$ cat src/rtl/sevenseg_scan_ctrl_pkg.sv
`default_nettype none
// ============================================================================
//  Module      : sevenseg_pkg
//  Description : Shared types and slot-length helper for the 7-segment scanner.
//  Revision    : 1.0  initial release
// ============================================================================
package sevenseg_pkg;

    typedef logic [3:0] digit_t;

    localparam int MAX_DIGITS = 8;

    function automatic int calc_dig_cyc(input int clk_hz, input int refresh_hz, input int ndig);
        return clk_hz / (refresh_hz * ndig);
    endfunction

endpackage
`default_nettype wire

$ cat src/rtl/sevenseg_scan_ctrl_if.sv
`default_nettype none
// ============================================================================
//  Module      : sevenseg_scan_ctrl_if
//  Description : Host data/load inputs and display-side outputs of the scanner.
//  Revision    : 1.0  initial release
// ============================================================================
interface sevenseg_scan_ctrl_if #(
    parameter int NUM_DIGITS = 8
);
    import sevenseg_pkg::*;

    logic [4*NUM_DIGITS-1:0] value_in;
    logic [NUM_DIGITS-1:0]   dp_in;
    logic [NUM_DIGITS-1:0]   blank_in;
    logic                    load_in;
    digit_t                  bcd_out;
    logic                    dp_out;
    logic [NUM_DIGITS-1:0]   an_out;
    logic                    frame_start;

    modport master (
        output value_in, dp_in, blank_in, load_in,
        input  bcd_out, dp_out, an_out, frame_start
    );

    modport slave (
        input  value_in, dp_in, blank_in, load_in,
        output bcd_out, dp_out, an_out, frame_start
    );

endinterface
`default_nettype wire

$ cat src/rtl/sevenseg_scan_ctrl_slot_timer.sv
`default_nettype none
// ============================================================================
//  Module      : sevenseg_slot_timer
//  Description : Slot counter and digit index with slot/frame phase strobes.
//  Revision    : 1.0  initial release
// ============================================================================
module sevenseg_slot_timer #(
    parameter  int DIG_CYC    = 20,
    parameter  int NUM_DIGITS = 8,
    parameter  int GUARD_CYC  = 16,
    localparam int IDX_W      = $clog2(NUM_DIGITS)
) (
    input  wire logic             clk,
    input  wire logic             rst_n,
    output logic      [IDX_W-1:0] o_idx,
    output logic                  o_slot_first,
    output logic                  o_on_phase,
    output logic                  o_frame_wrap,
    output logic                  o_frame_begin
);

    localparam int                 c_CNT_W    = (DIG_CYC > 1) ? $clog2(DIG_CYC) : 1;
    localparam logic [c_CNT_W-1:0] c_CNT_LAST = c_CNT_W'(DIG_CYC - 1);
    localparam logic [c_CNT_W-1:0] c_GUARD    = c_CNT_W'(GUARD_CYC);
    localparam logic [IDX_W-1:0]   c_IDX_LAST = IDX_W'(NUM_DIGITS - 1);

    logic [c_CNT_W-1:0] r_cnt;
    logic [IDX_W-1:0]   r_idx;
    logic               r_frame_begin;
    logic               w_slot_wrap;

    assign w_slot_wrap   = (r_cnt == c_CNT_LAST);
    assign o_frame_wrap  = w_slot_wrap && (r_idx == c_IDX_LAST);
    assign o_idx         = r_idx;
    assign o_slot_first  = (r_cnt == '0);
    assign o_on_phase    = (r_cnt >= c_GUARD);
    // Only true after a real wrap, so the post-reset slot 0 does not pulse.
    assign o_frame_begin = r_frame_begin;

    always_ff @(posedge clk or negedge rst_n) begin
        if (!rst_n) begin
            r_cnt         <= '0;
            r_idx         <= '0;
            r_frame_begin <= 1'b0;
        end else begin
            r_frame_begin <= o_frame_wrap;
            if (w_slot_wrap) begin
                r_cnt <= '0;
                r_idx <= (r_idx == c_IDX_LAST) ? '0 : r_idx + 1'b1;
            end else begin
                r_cnt <= r_cnt + 1'b1;
            end
        end
    end

endmodule
`default_nettype wire

$ cat src/rtl/sevenseg_scan_ctrl.sv
`default_nettype none
// ============================================================================
//  Module      : sevenseg_scan_ctrl
//  Description : Double-buffered, time-multiplexed common-anode digit scanner.
//                Optional macro SEVENSEG_LEADING_ZERO_BLANK_EN enables
//                automatic leading-zero suppression.
//  Revision    : 1.0  initial release
// ============================================================================
module sevenseg_scan_ctrl
    import sevenseg_pkg::*;
#(
    parameter int CLK_FREQ_HZ = 100_000_000,
    parameter int REFRESH_HZ  = 1000,
    parameter int NUM_DIGITS  = 8,
    parameter int GUARD_CYC   = 16
) (
    input  wire logic      clk,
    input  wire logic      rst_n,
    sevenseg_scan_ctrl_if.slave bus
);

    localparam int                    c_DIG_CYC = calc_dig_cyc(CLK_FREQ_HZ, REFRESH_HZ, NUM_DIGITS);
    localparam int                    c_IDX_W   = $clog2(NUM_DIGITS);
    localparam logic [NUM_DIGITS-1:0] c_AN_ONE  = NUM_DIGITS'(1);

    generate
        if (c_DIG_CYC < GUARD_CYC + 2) begin : g_bad_timing
            $error("sevenseg_scan_ctrl: slot length %0d too short for guard %0d", c_DIG_CYC, GUARD_CYC);
        end
        if (NUM_DIGITS < 2 || NUM_DIGITS > MAX_DIGITS) begin : g_bad_digits
            $error("sevenseg_scan_ctrl: NUM_DIGITS %0d out of range", NUM_DIGITS);
        end
    endgenerate

    logic [c_IDX_W-1:0]      w_idx;
    logic                    w_slot_first;
    logic                    w_on_phase;
    logic                    w_frame_wrap;
    logic                    w_frame_begin;

    logic [4*NUM_DIGITS-1:0] r_val_pend, r_val_act;
    logic [NUM_DIGITS-1:0]   r_dp_pend, r_dp_act;
    logic [NUM_DIGITS-1:0]   r_blank_pend, r_blank_act;
    logic [NUM_DIGITS-1:0]   w_auto_blank;
    logic [NUM_DIGITS-1:0]   w_blank_eff;

    digit_t                  r_bcd;
    logic                    r_dp_n;
    logic [NUM_DIGITS-1:0]   r_an;
    logic                    r_frame_start;

    sevenseg_slot_timer #(
        .DIG_CYC    (c_DIG_CYC),
        .NUM_DIGITS (NUM_DIGITS),
        .GUARD_CYC  (GUARD_CYC)
    ) u_timer (
        .clk           (clk),
        .rst_n         (rst_n),
        .o_idx         (w_idx),
        .o_slot_first  (w_slot_first),
        .o_on_phase    (w_on_phase),
        .o_frame_wrap  (w_frame_wrap),
        .o_frame_begin (w_frame_begin)
    );

    // A load on the wrap cycle goes straight to active so that frame shows it.
    always_ff @(posedge clk or negedge rst_n) begin
        if (!rst_n) begin
            r_val_pend   <= '0;
            r_dp_pend    <= '0;
            r_blank_pend <= '0;
            r_val_act    <= '0;
            r_dp_act     <= '0;
            r_blank_act  <= '0;
        end else begin
            if (bus.load_in) begin
                r_val_pend   <= bus.value_in;
                r_dp_pend    <= bus.dp_in;
                r_blank_pend <= bus.blank_in;
            end
            if (w_frame_wrap) begin
                r_val_act   <= bus.load_in ? bus.value_in : r_val_pend;
                r_dp_act    <= bus.load_in ? bus.dp_in    : r_dp_pend;
                r_blank_act <= bus.load_in ? bus.blank_in : r_blank_pend;
            end
        end
    end

`ifdef SEVENSEG_LEADING_ZERO_BLANK_EN
    logic w_lz_run;

    always_comb begin
        w_auto_blank = '0;
        w_lz_run     = 1'b1;
        for (int i = NUM_DIGITS - 1; i >= 1; i--) begin
            if (w_lz_run && (r_val_act[4*i +: 4] == 4'h0) && !r_dp_act[i]) begin
                w_auto_blank[i] = 1'b1;
            end else begin
                w_lz_run = 1'b0;
            end
        end
    end
`else
    assign w_auto_blank = '0;
`endif

    assign w_blank_eff = r_blank_act | w_auto_blank;

    // Segments latch only at slot start, while the anodes are still in guard.
    always_ff @(posedge clk or negedge rst_n) begin
        if (!rst_n) begin
            r_bcd         <= '0;
            r_dp_n        <= 1'b1;
            r_an          <= '1;
            r_frame_start <= 1'b0;
        end else begin
            r_frame_start <= w_frame_begin;
            if (w_slot_first) begin
                r_bcd  <= r_val_act[{w_idx, 2'b00} +: 4];
                r_dp_n <= ~r_dp_act[w_idx];
            end
            if (w_on_phase && !w_blank_eff[w_idx]) begin
                r_an <= ~(c_AN_ONE << w_idx);
            end else begin
                r_an <= '1;
            end
        end
    end

    assign bus.bcd_out     = r_bcd;
    assign bus.dp_out      = r_dp_n;
    assign bus.an_out      = r_an;
    assign bus.frame_start = r_frame_start;

endmodule
`default_nettype wire

$ cat src/flat_wrapper.sv
// flat-port wrapper written by rule: the top's interface ports become plain ports
module sevenseg_scan_ctrl_flat import sevenseg_pkg::*;
#(
    parameter int CLK_FREQ_HZ = 100_000_000,
    parameter int REFRESH_HZ  = 1000,
    parameter int NUM_DIGITS  = 8,
    parameter int GUARD_CYC   = 16
)
  (clk, rst_n, bus_value_in, bus_dp_in, bus_blank_in, bus_load_in, bus_bcd_out, bus_dp_out, bus_an_out, bus_frame_start);
  sevenseg_scan_ctrl_if #(.NUM_DIGITS(NUM_DIGITS)) bus_i ();
  input  wire logic clk;
  input  wire logic rst_n;
  input wire logic [$bits(bus_i.value_in)-1:0] bus_value_in;
  input wire logic [$bits(bus_i.dp_in)-1:0] bus_dp_in;
  input wire logic [$bits(bus_i.blank_in)-1:0] bus_blank_in;
  input wire logic [$bits(bus_i.load_in)-1:0] bus_load_in;
  output wire logic [$bits(bus_i.bcd_out)-1:0] bus_bcd_out;
  output wire logic [$bits(bus_i.dp_out)-1:0] bus_dp_out;
  output wire logic [$bits(bus_i.an_out)-1:0] bus_an_out;
  output wire logic [$bits(bus_i.frame_start)-1:0] bus_frame_start;
  assign bus_i.value_in = bus_value_in;
  assign bus_i.dp_in = bus_dp_in;
  assign bus_i.blank_in = bus_blank_in;
  assign bus_i.load_in = bus_load_in;
  assign bus_bcd_out = bus_i.bcd_out;
  assign bus_dp_out = bus_i.dp_out;
  assign bus_an_out = bus_i.an_out;
  assign bus_frame_start = bus_i.frame_start;
  sevenseg_scan_ctrl #(.CLK_FREQ_HZ(CLK_FREQ_HZ), .REFRESH_HZ(REFRESH_HZ), .NUM_DIGITS(NUM_DIGITS), .GUARD_CYC(GUARD_CYC)) u_core (.clk(clk), .rst_n(rst_n), .bus(bus_i));
endmodule
$ cat config.mk
export PLATFORM = sky130hd
export DESIGN_NAME = sevenseg_scan_ctrl_flat
export DESIGN_NICKNAME = d
export VERILOG_FILES = /design/src/rtl/sevenseg_scan_ctrl_pkg.sv /design/src/rtl/sevenseg_scan_ctrl_if.sv /design/src/rtl/sevenseg_scan_ctrl_slot_timer.sv /design/src/rtl/sevenseg_scan_ctrl.sv /design/src/flat_wrapper.sv
export SDC_FILE = /design/constraint.sdc
export NUM_CORES = 1
export LEC_CHECK = 0
export BUFFER_PORTS_ARGS = -buffer_cell sky130_fd_sc_hd__buf_4
export CAP_MARGIN = 20
export CELL_PAD_IN_SITES_DETAIL_PLACEMENT = 1
export CELL_PAD_IN_SITES_GLOBAL_PLACEMENT = 1
export CORE_ASPECT_RATIO = 0.9
export CORE_MARGIN = 2
export CORE_UTILIZATION = 30
export CTS_CLUSTER_SIZE = 8
export DETAILED_ROUTE_END_ITERATION = 8
export PLACE_DENSITY_LB_ADDON = 0.1
export SLEW_MARGIN = 20
export SYNTH_ARGS = -nofsm -noshare
export SYNTH_HDL_FRONTEND = slang
export SYNTH_SLANG_ARGS = --single-unit
$ cat constraint.sdc
create_clock -name clk -period 2.79 [get_ports clk]
set_clock_uncertainty 0.2 [all_clocks]
set_input_delay 0.1395 -clock clk [delete_from_list [all_inputs] [get_ports clk]]
set_output_delay 0.1395 -clock clk [all_outputs]
set_load 0.02 [all_outputs]
==> Yosys cells after proc, flatten, opt, wreduce, memory -nomap -nowiden <==
Index checks and enable logic that the tools add are counted.
{ "op_classes": {"addsub": 2, "n_lt_le_gt_ge": 2, "eq_ne": 2, "shifts": 2, "mux": 10, "bitwise_logic": 2, "reduce_logical": 4} }
{ "op_table": {"columns": ["operator", "n"], "rows": [
  ["32-bit two-way mux", 1],
  ["32-bit by 6-bit indexed part select with 4-bit output", 1],
  ["8-bit two-way mux", 3],
  ["14-bit by 1-bit adder with 14-bit output, second input constant", 1],
  ["14-bit == test, second input constant", 1],
  ["14-bit by 5-bit greater-or-equal comparator with 1-bit output, second input constant", 1],
  ["14-bit zero test", 1],
  ["14-bit two-way mux", 1],
  ["8-bit inverter", 1],
  ["1-bit by 3-bit << shifter with 8-bit output, first input constant", 1],
  ["1-bit binary-select mux with 3-bit select", 2],
  ["3-bit by 4-bit less-than comparator with 1-bit output, second input constant", 1],
  ["3-bit by 1-bit adder with 3-bit output, second input constant", 1],
  ["3-bit == test, second input constant", 1],
  ["3-bit two-way mux", 1],
  ["1-bit logical AND", 2],
  ["1-bit two-way mux", 2],
  ["1-bit zero test", 1],
  ["1-bit inverter", 1]
]} }
{ "totals": {"ff_bits": 128, "input_bits": 51, "wordCells": 37} }

==> Logic depth before layout (Yosys ltp) <==
Gate-level depths: netlist (run 1).
{ "depth": {"depth_word": 5, "ltp_mapped": 7, "mapped_depth_nobuf": 5} }

==> By module <==
A second synthesis (run 1) with hierarchy kept.
{ "hier_totals": {"cells_unflattened": 364, "area_unflattened_um2": 5398.9} }
{ "by_module_without_submodules": {"columns": ["module", "n_inst", "cells_each", "area_each_um2", "seq_area_each_um2"], "rows": [
  ["sevenseg_scan_ctrl", 1, 283, 4475.5, 2763.9],
  ["sevenseg_slot_timer", 1, 81, 923.4, 450.4]
]} }

==> Least setup slack after synthesis (run 1) <==
Ideal clock, no wire load.
{ "synth_timing": {"path_kind": "flip-flop to flip-flop", "from": "register u_core.u_timer.r_cnt[0]", "to": "register u_core.r_blank_act[0]", "t_arrival_ps": 2173, "t_required_ps": 2465, "setup_slack_ps": 292, "path_stages_with_launch": 8, "n_path_buf": 2, "synth_period_minus_slack_ps": 2498, "path_cell_list": "dfrtp_1 ha_1 or4bb_1 nor4_4 nand2_2 buf_4 buf_6 mux2_4"} }
{ "synth_via": {"elab_chain_len": 2} }
{ "synth_lines": {"columns": ["item", "line", "rtl"], "rows": [
  ["start: declaration", "sevenseg_scan_ctrl_slot_timer.sv:27", "logic [c_CNT_W-1:0] r_cnt;"],
  ["start signal: assignment", "sevenseg_scan_ctrl_slot_timer.sv:51", "r_cnt <= r_cnt + 1'b1;"],
  ["14-bit == test", "sevenseg_scan_ctrl_slot_timer.sv:32", "assign w_slot_wrap = (r_cnt == c_CNT_LAST);"],
  ["1-bit logical AND", "sevenseg_scan_ctrl_slot_timer.sv:33", "assign o_frame_wrap = w_slot_wrap && (r_idx == c_IDX_LAST);"],
  ["end signal: assignment", "sevenseg_scan_ctrl.sv:84", "r_blank_act <= bus.load_in ? bus.blank_in : r_blank_pend;"],
  ["end: declaration", "sevenseg_scan_ctrl.sv:43", "logic [NUM_DIGITS-1:0] r_blank_pend, r_blank_act;"]
]} }
No other way between the ends.
A chain may end at the register's enable or synchronous reset.

==> Worst setup path after layout (run 1) <==
{ "layout_timing": {"from": "register u_core.u_timer.r_cnt[8]", "to": "register u_core.r_bcd[2], in the netlist u_core.bus.bcd_out[2]"} }
{ "layout_via": {"elab_chain_len": 1} }
{ "layout_lines": {"columns": ["item", "line", "rtl"], "rows": [
  ["14-bit zero test", "sevenseg_scan_ctrl_slot_timer.sv:35", "assign o_slot_first = (r_cnt == '0);"],
  ["end signal: assignment", "sevenseg_scan_ctrl.sv:119", "r_bcd <= r_val_act[{w_idx, 2'b00} +: 4];"],
  ["end: declaration", "sevenseg_scan_ctrl.sv:47", "digit_t r_bcd;"]
]} }
No other way between the ends.

==> flow_metrics.tcl, run 1 <==
set metrics [dict create \
    outcome "completed" \
    place.gp.congestion 0.713 \
    synth_top_cells_by_area "dfrtp_1 56%, mux2_2 19%, mux4_2 5.1%" \
    cts_max_level 4 \
    postSynthRegisterBits 128 \
    final_cells 729 \
    routed_wl_mm 11.3 \
    min_path_type "input port to asynchronous set/reset pin" \
    arrival_ns 2.64 \
    hold_violations 0 \
    power.density_nw_per_um2 632 \
    synth_seq_area_share_pct 60.4 \
    overflow 0 \
    synth_top_cell_area_share_pct 56.0 \
    max_cap_violations 0 \
    post_route_cells_drive_above_1_share_pct 47.0 \
    nNetsFinal 535 \
    rows 46 \
    period_share_pct 91.1 \
    grt_pass1_vias 3572 \
    cts.sinks 128 \
    muxShareOfSynthArea_pct 27.3 \
    die_h_um 130 \
    yosysMostFrequentCell "dfrtp_1" \
    antenna_found_initial 0 \
    routed_via_density 4.39 \
    leakage_uw 0.00323 \
    ant_nets 0 \
    synth-edff-count 0 \
    drc 0 \
    ys_warn_count 0 \
    portBuffers 64 \
    dr.first_iter.drc_count 107 \
    core_area_um2 17500 \
    synth_compound_area_share_pct 0.424 \
    synth_area_leader_cell "dfrtp_1" \
    clkSlewWorstSetupHoldPaths_ns 0.05 \
    grtUsageTotal_pct 13.7 \
    syn-cell-area_um2 5320 \
    clk_path_buf_depth 2 \
    vias 3203 \
    grt_first_pass_wirelength_mm 19.0 \
    ys_types 34 \
    wire_per_inst_um 15.5 \
    area_delta_synth_final_pct 35.2 \
    synth_flop_cell "dfrtp_1" \
    syn_nets 410 \
    end_kind "register" \
    period_needed_ns 2.54 \
    dieArea_um2 18800 \
    syn-instance-count 351 \
    start_util_pct 30.4 \
    final_max_slew_viol_count 0 \
    post-place-cells 648 \
    synthXorXnorAreaFrac_pct 1.98 \
    async_flop_share_pct 100 \
    fin_setup_tns_ns 0 \
    tightestPinTransition_ns 0.686 \
    start_kind "register" \
    rr_startpoint "u_core.u_timer.r_cnt[8]" \
    cp.required_ns 2.89 \
    cp_max_fo 5 \
    yosys.area_share.adder_pct 1.88 \
    r2r_setup_slack_ns 0.25 \
    r2r_cells 4 \
    timing.fmax_mhz 394 \
    syn_area_per_cell_um2 15.1 \
    vdd_drop_max_uv 415 \
    grt_max_degree 55 \
    cts_tree "done" \
    criticalPathCategory "register to register" \
    synth-simple-area-share_pct 6.19 \
    timing.rr.end "u_core.bus.bcd_out[2]" \
    clock_latency_ns 0.42 \
    root_buffer "clkbuf_16" \
    rsz0062_at_grt "no" \
    relSlewSlack_pct 54.3 \
    cts_buffers 17 \
    ioPinCount 65 \
    dr.pass1.iters 3 \
    dp.final_hpwl_mm 7.36 \
    setup_viol 0 \
    die_w_um 144 \
    dp_slack_ns 0.241 \
    antenna-diode-count 0 \
    synthTopCellsByCount "119 x dfrtp_1, 92 x mux2_2, 26 x nand2_1" \
    setup_ws_ns 0.249 \
    synth_top_family_by_area "multiplexers" \
]
worst max-delay path by stage:
stage / cells past startpoint / start / end / slack, ns
global placement: 4 / u_core.u_timer.r_cnt[8] / u_core.bus.bcd_out[2] / 0.30
finish: 4 / u_core.u_timer.r_cnt[8] / u_core.bus.bcd_out[2] / 0.25
CTS: 4 / u_core.u_timer.r_cnt[8] / u_core.bus.bcd_out[1] / 0.22
floorplan: 7 / u_core.u_timer.r_cnt[0] / u_core.r_blank_act[0] / 0.29
detailed placement: 4 / u_core.u_timer.r_cnt[8] / u_core.bus.bcd_out[1] / 0.24
global route: 6 / u_core.u_timer.r_cnt[0] / u_core.r_blank_act[5] / 0.14
registers in the layout, summed over array words and instances (netlist names):
name,cells
u_core.bus.an_out,8
u_core.bus.bcd_out,4
u_core.bus.dp_out,1
u_core.bus.frame_start,1
u_core.r_blank_act,8
u_core.r_blank_pend,8
u_core.r_dp_act,8
u_core.r_dp_pend,8
u_core.r_val_act,32
u_core.r_val_pend,32
u_core.u_timer.o_frame_begin,1
u_core.u_timer.o_idx,3
u_core.u_timer.r_cnt,14
layer usage:
metal	global-route usage [%]	part of all wire (%)	wire length, µm
met1	16.9	45	5080
met2	22.1	49	5560
met3	4.88	4.4	501
met4	5.48	1.6	179
met5	0	0	0
critical path, cell delays in order, from the launching register on:
cell     delay (ns)
dfrtp_1        0.43
or4_4          0.59
nor4_2         0.47
nand3_1        0.37
mux2_2         0.36
area by class of cell:
type,count,area [µm²]
fill,1821,10300
sequential,128,3210
multi-input combinational,201,2010
timing repair buffer,122,1050
clock buffer,22,484
tap,240,300
clock inverter,10,109
inverter,6,22.5
placed cells by master (no fill, tap or decap), drive strengths merged:
| cell type | netlist | final |
|---|---|---|
| a211oi | 1 | 1 |
| a21oi | 1 | 1 |
| and2 | 2 | 2 |
| and3 | 1 | 1 |
| and4 | 2 | 2 |
| buf | 6 | 73 |
| bufinv | 0 | 2 |
| clkbuf | 10 | 22 |
| clkinv | 0 | 6 |
| clkinvlp | 0 | 2 |
| dfrtp | 119 | 119 |
| dfstp | 9 | 9 |
| dlygate4sd3 | 0 | 49 |
| ha | 8 | 8 |
| inv | 6 | 6 |
| mux2 | 101 | 101 |
| mux2i | 1 | 1 |
| mux4 | 12 | 12 |
| nand2 | 27 | 27 |
| nand3 | 5 | 5 |
| nand4 | 5 | 5 |
| nor2 | 11 | 11 |
| nor2b | 1 | 1 |
| nor3 | 3 | 3 |
| nor4 | 3 | 3 |
| o21ai | 2 | 2 |
| or4 | 2 | 2 |
| or4bb | 1 | 1 |
| xnor2 | 7 | 7 |
| xor2 | 5 | 5 |
cell families (layout without fill, tap and decap cells):
logic type      count (synthesis)  in the layout
flops                         128            128
mux                           114            114
simple gates                   63             63
buf+inv                        22            160
xor+xnor                       12             12
fa+ha+maj                       8              8
compound gates                  4              4
what timing repair did:
action	in CTS	in global routing
resized for setup	0	0
hold buffers	49	0
endpoints found under the hold margin	145	0
buffers inserted	0	0
stage by stage:
step / power (µW) / hold WS [ns] / instance area, µm² / util, %
3_5_place_dp: 2330 / 0.0315 / 6110 / 34.9
2_1_floorplan: 2180 / -0.356 / 5320 / -
4_1_cts: 4630 / 0.125 / 7190 / 41.1
5_1_grt: 4770 / 0.160 / 7190 / 41.1
3_3_place_gp: 2320 / 0.0254 / 6110 / 34.9
6_report: 4540 / 0.0955 / 7190 / 41.1
report_power, final:
part | internal, µW | switching [µW] | leakage (µW) | total (µW)
Sequential | 1970 | 36.9 | 0.00158 | 2010
Clock | 1400 | 799 | 0.000292 | 2200
Combinational | 206 | 133 | 0.00136 | 338
Total | 3580 | 968 | 0.00323 | 4540
Note: power is estimated with default switching activity, not from simulation.
==> run 2: changes to the inputs <==
- PLACE_DENSITY: default -> 0.58
- PLACE_DENSITY_LB_ADDON: 0.1 -> default
==> flow_metrics.tcl, run 2 (synthesized netlist as in run 1, its figures left out) <==
set metrics [dict create \
    leakage_uw 0.00322 \
    cts_max_level 4 \
    start_util_pct 30.4 \
    clk_path_buf_depth 2 \
    power.share.clock_pct 48.7 \
    layout_commonest_cell "dfrtp_1" \
    clock_latency_ns 0.42 \
    routed_wl_mm 11.0 \
    cp.required_ns 2.89 \
    relSlewSlack_pct 57.5 \
    cpMaxStageDelayCell "or4_4" \
    grt_max_degree 55 \
    dr.first_iter.drc_count 101 \
    cts_hold_buf 49 \
    wire_per_inst_um 15.2 \
    clkSlewWorstSetupHoldPaths_ns 0.06 \
    ant_nets 0 \
    final_core_util_pct 41.1 \
    min_path_type "input port to asynchronous set/reset pin" \
    crit_chain "or4_4, nor4_2, nand3_1, mux2_2" \
    antenna_found_initial 0 \
    portBuffers 64 \
    core_area_um2 17500 \
    max_cap_violations 0 \
    final_cells 725 \
    hold_violations 0 \
    outcome "completed" \
    grt_pass1_vias 3580 \
    p_switching_uw 927 \
    cp_slowest_stage_delay_ns 0.59 \
    power.density_nw_per_um2 636 \
    fin_setup_tns_ns 0 \
    cts-resized-gates 0 \
    period_needed_ns 2.49 \
    rsz0062_at_grt "no" \
    die_w_um 144 \
    criticalPathCategory "register to register" \
    end_kind "register" \
    p_int_uw 3640 \
    cts_tree "done" \
    post_route_cells_drive_above_1_share_pct 45.8 \
    drc 0 \
    dr.pass1.iters 4 \
    rr_startpoint "u_core.u_timer.r_cnt[8]" \
    final_cell_mix "119 x dfrtp_1, 92 x mux2_2, 69 x buf_4" \
    dp.final_hpwl_mm 7.11 \
    antenna-diode-count 0 \
    grtUsageTotal_pct 12.8 \
    root_buffer "clkbuf_16" \
    r2r_setup_slack_ns 0.30 \
    cts_buffers 17 \
    post-place-cells 646 \
    area_delta_synth_final_pct 35.1 \
    reg_top3 "u_core.r_val_act: 32 flops, u_core.r_val_pend: 32 flops, u_core.u_timer.r_cnt: 14 flops" \
    fillers 1815 \
    post_cts_buffers 0 \
    overflow 0 \
    place.gp.congestion 0.746 \
    cp_top_family "simple AND/OR/NAND/NOR gates" \
    start_kind "register" \
    nNetsFinal 533 \
    rows 46 \
    timing.fmax_mhz 401 \
    r2r_cells 4 \
    power_frac_comb_pct 7.4 \
    dieArea_um2 18800 \
    arrival_ns 2.59 \
    critPathBufInv 0 \
    vias 3208 \
    ioPinCount 65 \
    die_h_um 130 \
    swShare_pct 20.3 \
    final_max_slew_viol_count 0 \
    tightestPinTransition_ns 0.637 \
    seq_power_share_pct 43.9 \
    vdd_drop_max_uv 450 \
    timing.rr.end "u_core.bus.bcd_out[2]" \
    startpoint "u_core.u_timer.r_cnt[8]" \
    period_share_pct 89.3 \
    cts.sinks 128 \
    routed_via_density 4.42 \
    power_uw 4570 \
    grt_first_pass_wirelength_mm 18.0 \
    cp_max_fo 5 \
    setup_viol 0 \
]
run 2: power by group through the flow:
stage	Sequential, µW	Combinational, µW	Clock, µW
after floorplan	2030	151	0
after global placement	2030	286	0
after detailed placement	2040	294	0
after CTS	2010	350	2290
after global routing	2020	376	2380
final	2010	339	2220
run 2: metal layers:
metal / vias up / track usage (%) / wire length, µm / part of all wire (%)
met3: 11 / 4.62 / 520 / 4.7
met5: - / 0 / 0 / 0
met4: 0 / 5.48 / 154 / 1.4
li1: 1479 / - / - / -
met2: 55 / 20.7 / 5400 / 49
met1: 1663 / 15.6 / 4920 / 45
run 2: through the flow:
stage	cell area (µm²)	hold slack [ns]	worst slack [ns]
final	7180	0.0740	0.299
after global routing	7180	0.104	0.160
after CTS	7180	0.0732	0.278
after detailed placement	6100	-0.0182	0.277
after global placement	6100	-0.0238	0.329
after floorplan	5320	-0.356	0.292
run 2: final cells by class:
cell class / instances / area (µm²) / share of cell area, %
Clock inverter: 5 / 104 / 1.45
Sequential cell: 128 / 3210 / 44.7
Clock buffer: 25 / 485 / 6.76
Multi-Input combinational cell: 201 / 2010 / 28.0
Tap cell: 240 / 300 / 4.18
Timing Repair Buffer: 120 / 1050 / 14.6
Inverter: 6 / 22.5 / 0.314
run 2: worst max path at each step:
| stage | endpoint | slack (ns) | cells after the start |
|---|---|---|---|
| final | u_core.bus.bcd_out[2] | 0.30 | 4 |
| after global routing | u_core.bus.bcd_out[1] | 0.16 | 4 |
| after CTS | u_core.bus.bcd_out[0] | 0.28 | 4 |
| after detailed placement | u_core.bus.bcd_out[0] | 0.28 | 4 |
| after global placement | u_core.bus.bcd_out[2] | 0.33 | 4 |
| after floorplan | u_core.r_blank_act[0] | 0.29 | 7 |
